`src/rtl/vga_timing_controller.sv`:
```
// VGA raster generator: pixel tick, h/v counters, sync pulses, display-active flag, line/frame strobes.
// Optional FRAME_COUNTER_EN adds an 8-bit frameCount output counting completed frames.
module vga_timing_controller #(
    parameter int unsigned CLK_DIV     = 2,
    parameter int unsigned H_VISIBLE   = 640,
    parameter int unsigned H_FRONT     = 16,
    parameter int unsigned H_SYNC      = 96,
    parameter int unsigned H_BACK      = 48,
    parameter int unsigned V_VISIBLE   = 480,
    parameter int unsigned V_FRONT     = 10,
    parameter int unsigned V_SYNC      = 2,
    parameter int unsigned V_BACK      = 33,
    parameter int unsigned SYNC_ACT_LO = 1
) (
    input  logic       clk,
    input  logic       resetN,
    output logic       pixTick,
    output logic [9:0] horizCount,
    output logic [9:0] vertCount,
    output logic       hsync,
    output logic       vsync,
    output logic       displayActive,
    output logic       lineStart,
    output logic       frameStart
`ifdef FRAME_COUNTER_EN
    ,
    output logic [7:0] frameCount
`endif
);

    localparam int unsigned CNT_W   = 10;
    localparam int unsigned DIV_W   = (CLK_DIV > 1) ? $clog2(CLK_DIV) : 1;
    localparam int unsigned H_TOTAL = H_VISIBLE + H_FRONT + H_SYNC + H_BACK;
    localparam int unsigned V_TOTAL = V_VISIBLE + V_FRONT + V_SYNC + V_BACK;

    localparam logic [DIV_W-1:0] DIV_LAST = DIV_W'(CLK_DIV - 1);
    localparam logic [CNT_W-1:0] H_LAST   = CNT_W'(H_TOTAL - 1);
    localparam logic [CNT_W-1:0] V_LAST   = CNT_W'(V_TOTAL - 1);
    localparam logic [CNT_W-1:0] H_VIS    = CNT_W'(H_VISIBLE);
    localparam logic [CNT_W-1:0] V_VIS    = CNT_W'(V_VISIBLE);
    localparam logic [CNT_W-1:0] HS_BEG   = CNT_W'(H_VISIBLE + H_FRONT);
    localparam logic [CNT_W-1:0] HS_END   = CNT_W'(H_VISIBLE + H_FRONT + H_SYNC);
    localparam logic [CNT_W-1:0] VS_BEG   = CNT_W'(V_VISIBLE + V_FRONT);
    localparam logic [CNT_W-1:0] VS_END   = CNT_W'(V_VISIBLE + V_FRONT + V_SYNC);
    localparam logic             SYNC_OFF = (SYNC_ACT_LO != 0);

    logic [DIV_W-1:0] div_q;
    logic [DIV_W-1:0] div_d;
    logic [CNT_W-1:0] h_d;
    logic [CNT_W-1:0] v_d;
    logic             tick;
    logic             h_wrap;
    logic             v_wrap;
    logic             hs_d;
    logic             vs_d;
    logic             da_d;
`ifdef FRAME_COUNTER_EN
    logic [7:0]       fc_d;
`endif

    // Next-state: sync/active are decoded from the next counts so they align with the counters.
    always_comb begin
        tick   = (div_q == DIV_LAST);
        h_wrap = tick && (horizCount == H_LAST);
        v_wrap = h_wrap && (vertCount == V_LAST);
        div_d  = tick ? '0 : div_q + DIV_W'(1);
        h_d    = horizCount;
        v_d    = vertCount;
        if (tick) begin
            h_d = h_wrap ? '0 : horizCount + CNT_W'(1);
        end
        if (h_wrap) begin
            v_d = v_wrap ? '0 : vertCount + CNT_W'(1);
        end
        hs_d = SYNC_OFF ^ ((h_d >= HS_BEG) && (h_d < HS_END));
        vs_d = SYNC_OFF ^ ((v_d >= VS_BEG) && (v_d < VS_END));
        da_d = (h_d < H_VIS) && (v_d < V_VIS);
`ifdef FRAME_COUNTER_EN
        fc_d = v_wrap ? frameCount + 8'(1) : frameCount;
`endif
    end

    // State and output registers.
    always_ff @(posedge clk) begin
        if (!resetN) begin
            div_q         <= '0;
            horizCount    <= '0;
            vertCount     <= '0;
            pixTick       <= 1'b0;
            hsync         <= SYNC_OFF;
            vsync         <= SYNC_OFF;
            displayActive <= 1'b0;
            lineStart     <= 1'b0;
            frameStart    <= 1'b0;
`ifdef FRAME_COUNTER_EN
            frameCount    <= '0;
`endif
        end else begin
            div_q         <= div_d;
            horizCount    <= h_d;
            vertCount     <= v_d;
            pixTick       <= tick;
            hsync         <= hs_d;
            vsync         <= vs_d;
            displayActive <= da_d;
            lineStart     <= h_wrap;
            frameStart    <= v_wrap;
`ifdef FRAME_COUNTER_EN
            frameCount    <= fc_d;
`endif
        end
    end

endmodule

```
`config.mk`:
```
export PLATFORM = sky130hd
export DESIGN_NAME = vga_timing_controller
export DESIGN_NICKNAME = d
export VERILOG_FILES = /design/src/rtl/vga_timing_controller.sv
export SDC_FILE = /design/constraint.sdc
export NUM_CORES = 1
export LEC_CHECK = 0
export BUFFER_PORTS_ARGS = -buffer_cell sky130_fd_sc_hd__buf_2
export CORE_AREA = 2 2 60 62
export CTS_CLUSTER_DIAMETER = 150
export DETAILED_ROUTE_END_ITERATION = 6
export DIE_AREA = 0 0 62 64
export PLACE_DENSITY = 0.68
export SETUP_SLACK_MARGIN = 0.15
export SKIP_CTS_REPAIR_TIMING = 1
export SYNTH_ARGS = -nofsm -noshare
export SYNTH_HDL_FRONTEND = slang
export SYNTH_SLANG_ARGS = --single-unit
```
`constraint.sdc`:
```
create_clock -name clk -period 2.3 [get_ports clk]
set_input_delay 0.69 -clock clk [delete_from_list [all_inputs] [get_ports clk]]
set_output_delay 0.69 -clock clk [all_outputs]
set_load 0.01 [all_outputs]
```
==> results.md <==
* Number of synthesized register bits at 27
* Pre-antenna DRT Iters at 4
* Number of pins with negative max-slew slack in the final report at 0
* Via count of the first global-routing pass at 1241
* Relative max-transition margin at 73.3%
* Die Outline Area at 0.00397 mm^2
* Total overflow reported by the global router at 0
* Pin count of the biggest net entering global routing at 16
* I/O pin count at 28
* Cell at the slowest stage of the critical path: sky130_fd_sc_hd__or4_4
* Clock latency of the later-clocked register in the worst-skew pair at 0.34 ns
* CTS Buffer Depth at 2
* DP Wirelength at 2760 um
* Outcome: finished, final reports clean
* Hold violation total from the final report at 0
* Highest Clock Rate at 456 MHz
* Worst setup skew after layout at 0.0150 ns
* Most frequently used flop master after synthesis: sky130_fd_sc_hd__dfxtp_1
* Non-filler instance count after layout at 255
* Number of buffers and inverters on the critical path at 0
* Count of endpoints failing setup in the final report at 0
* Vertical die dimension at 64 um
* Data arrival at the endpoint of the critical path at 2.41 ns
* Cells traversed along the worst timing path: or3b_4, or4_4, or4_4, a22oi_2, nand4_1
* Clock power share at 29.6%
* Data required time of the worst path at 2.51 ns
* Clock period minus worst slack at 2.19 ns
* Total Power at 735 uW
* RSZ-0062 raised after global routing: yes
* Switching share of power at 24.2%
* Number of nets with antenna violations after routing at 0
* Netlist area before placement at 0.00144 mm^2
* Post-route fraction of the period consumed by the critical path at 95.3%
* Ratio of total power to cell area at 419 mW/mm^2
* I/O Buffers at 27
* Post-synthesis area per instance at 8.40 um^2
* Setup TNS at 0 ns
* Share of post-route cells with drive strength above 1 at 28.7%
* Number of nets in the synthesized netlist at 176
* Area Overhead vs Synth at 22.2%
* Maximum vdd ir drop at 0.000205 V
* Warning count from the yosys run at 0
* Initial Utilization at 43.7%
* Antenna diodes at 0
* Post-synthesis async set-or-reset flop share at 0%
* Number of distinct library cells after synthesis at 42
* Post-Place Cells at 247
* Largest incremental delay on the critical path at 0.54 ns
* Count of nets after finishing at 215
* Clock input transition at the sequential cells of the worst setup and hold paths at 0.16 ns
* Total clock buffers created by CTS at 3
* Reg power frac at 65.1%
* Crit Path Class: reg2reg
* Wire length reported by the detailed router at 3780 um
* Number of violations reported at the end of detailed-routing iteration 0 at 111
* Path category of the worst min-delay check: reg2reg
* First-pass GRT wire length at 6070 um
* Leakage at 0.677 nW
* Int Pwr at 557 uW
* Switching power of the nets at 178 uW
* Core Region at 0.00328 mm^2
* Count of H-tree levels built during CTS at 1
* Max Cap Viol at 0
* Dominant delay contributor by cell family on the critical path: simple AND/OR/NAND/NOR gates
* Tightest Pin Transition at 0.395 ns
* Placement Rows at 21
* TritonCTS clock tree: done
* Total number of vias at 1390
* Root buffer cell: sky130_fd_sc_hd__clkbuf_4
* Number of antenna violations at the first check in global routing at 0
* Clock net sink count at 27
* Relative contribution of combinational cells to total power at 5.3%
* Most frequent cell on the critical path: sky130_fd_sc_hd__or4_4
* Wire length per cell at 14.8 um
* DRC at 0
* Horizontal die dimension at 62 um
* Placer congestion estimate at 0.902
* Startpoint Class: flop
* CP Capture Type: flop
* Register area share after synthesis at 37.6%
* Instance count of the mapped netlist at 171
* Number of enable flip-flop cells after synthesis at 0
* Avg Vias per Cell at 5.45
* Critical path fanouts, max at 6
* Aggregate global-route resource usage at 20.1%
-- kinds of logic after synthesis --
kind of cell / after synthesis / synth area share [%]
compound gates: 35 / 16.8
xor+xnor: 9 / 5.49
fa+ha+maj: 3 / 2.61
buf+inv: 18 / 5.84
flops: 27 / 37.6
mux: 1 / 0.697
simple gates: 78 / 30.9
-- worst register-to-register path: cells and delay by family (launching register included) --
kind | cells | cell delay, ns
AND/OR/NAND/NOR | 4 | 1.53
AO/OA/AOI/OAI | 1 | 0.19
flip-flops | 1 | 0.35
-- area by class of cell --
class,instances,area [um^2]
Fill cell,307,1530
Multi-Input combinational cell,126,828
Sequential cell,27,553
Timing Repair Buffer,43,255
Tap cell,46,57.6
Inverter,9,33.8
Clock buffer,3,22.5
Clock inverter,1,5.00
-- flip-flops by register name, summed over array words and instances, names as in the netlist --
register	flops
pixTick	1
div_q	1
vsync	1
hsync	1
horizCount	10
displayActive	1
lineStart	1
vertCount	10
frameStart	1
-- cells in the final DEF (no fill, tap or decap), types with 2 or more instances in the layout --
cell type,count
sky130_fd_sc_hd__buf_2,27
sky130_fd_sc_hd__dfxtp_1,21
sky130_fd_sc_hd__buf_4,16
sky130_fd_sc_hd__nor2_1,12
sky130_fd_sc_hd__nand3_1,12
sky130_fd_sc_hd__nand2_1,11
sky130_fd_sc_hd__inv_1,9
sky130_fd_sc_hd__nand4_1,8
sky130_fd_sc_hd__o21ai_0,7
sky130_fd_sc_hd__a21boi_0,6
sky130_fd_sc_hd__and2_1,6
sky130_fd_sc_hd__xnor2_1,6
sky130_fd_sc_hd__nor3_1,5
sky130_fd_sc_hd__a21oi_1,5
sky130_fd_sc_hd__nor4_1,4
sky130_fd_sc_hd__nor2b_1,4
sky130_fd_sc_hd__dfxtp_2,4
sky130_fd_sc_hd__or4_4,3
sky130_fd_sc_hd__xor2_1,3
sky130_fd_sc_hd__o211ai_1,3
sky130_fd_sc_hd__clkbuf_4,3
sky130_fd_sc_hd__nand2b_1,2
sky130_fd_sc_hd__and3_1,2
sky130_fd_sc_hd__o31ai_1,2
sky130_fd_sc_hd__nand4b_1,2
sky130_fd_sc_hd__nor4b_1,2
sky130_fd_sc_hd__o21a_1,2
sky130_fd_sc_hd__and4_1,2
sky130_fd_sc_hd__a211oi_1,2
sky130_fd_sc_hd__ha_1,2
sky130_fd_sc_hd__dfxtp_4,2
-- synth_stat cells (3+ instances only) --
library cell	n	area (um^2)
sky130_fd_sc_hd__nand4_1	8	50.1
sky130_fd_sc_hd__nor4_1	4	25.0
sky130_fd_sc_hd__dfxtp_1	27	541
sky130_fd_sc_hd__o21ai_0	7	35.0
sky130_fd_sc_hd__nand3_1	12	60.1
sky130_fd_sc_hd__clkbuf_1	6	22.5
sky130_fd_sc_hd__a21oi_1	5	25.0
sky130_fd_sc_hd__nor2_1	12	45.0
sky130_fd_sc_hd__a21boi_0	6	45.0
sky130_fd_sc_hd__ha_1	3	37.5
sky130_fd_sc_hd__xor2_1	3	26.3
sky130_fd_sc_hd__o211ai_1	3	22.5
sky130_fd_sc_hd__inv_1	9	33.8
sky130_fd_sc_hd__xnor2_1	6	52.6
sky130_fd_sc_hd__nor3_1	5	25.0
sky130_fd_sc_hd__and2_1	6	37.5
sky130_fd_sc_hd__nand2_1	11	41.3
sky130_fd_sc_hd__nor2b_1	4	25.0
-- path summary, 6_finish.rpt --
check / slack (ns) / startpoint / end / depth (start not counted)
setup / recovery: 0.11 / horizCount[6]$_SDFF_PN0_ / vsync$_SDFF_PN1_ / 5
hold / removal: 0.55 / vertCount[9]$_SDFF_PN0_ / vertCount[9]$_SDFF_PN0_ / 2
setup reg to reg: 0.11 / horizCount[6]$_SDFF_PN0_ / vsync$_SDFF_PN1_ / 5
hold reg to reg: 0.55 / vertCount[9]$_SDFF_PN0_ / vertCount[9]$_SDFF_PN0_ / 2
-- stage by stage --
stage                     worst slack, ns  hold slack [ns]  instance area, um^2  util, %
after floorplan                    0.0286            0.521                 1460        -
after global placement              0.157            0.501                 1690     51.5
after detailed placement            0.109            0.527                 1690     51.5
after CTS                          0.0806            0.552                 1720     52.3
after global routing               0.0416            0.570                 1760     53.4
final                               0.108            0.548                 1760     53.4
-- per-layer routing --
layer	vias up	GRT usage, %	wire, um
met2	40	30.9	1810
met3	7	2.43	165
li1	695	-	-
met4	0	5.05	65
met1	648	29.4	1740
met5	-	0	0
-- power by group through the flow --
stage | clock, mW | sequential [mW] | combinational [mW]
global placement | 0 | 0.490 | 0.0334
global route | 0.238 | 0.479 | 0.0428
CTS | 0.217 | 0.480 | 0.0336
floorplan | 0 | 0.492 | 0.0186
detailed placement | 0 | 0.490 | 0.0335
finish | 0.218 | 0.478 | 0.0387
No activity file was read; power rests on OpenSTA's default activity.
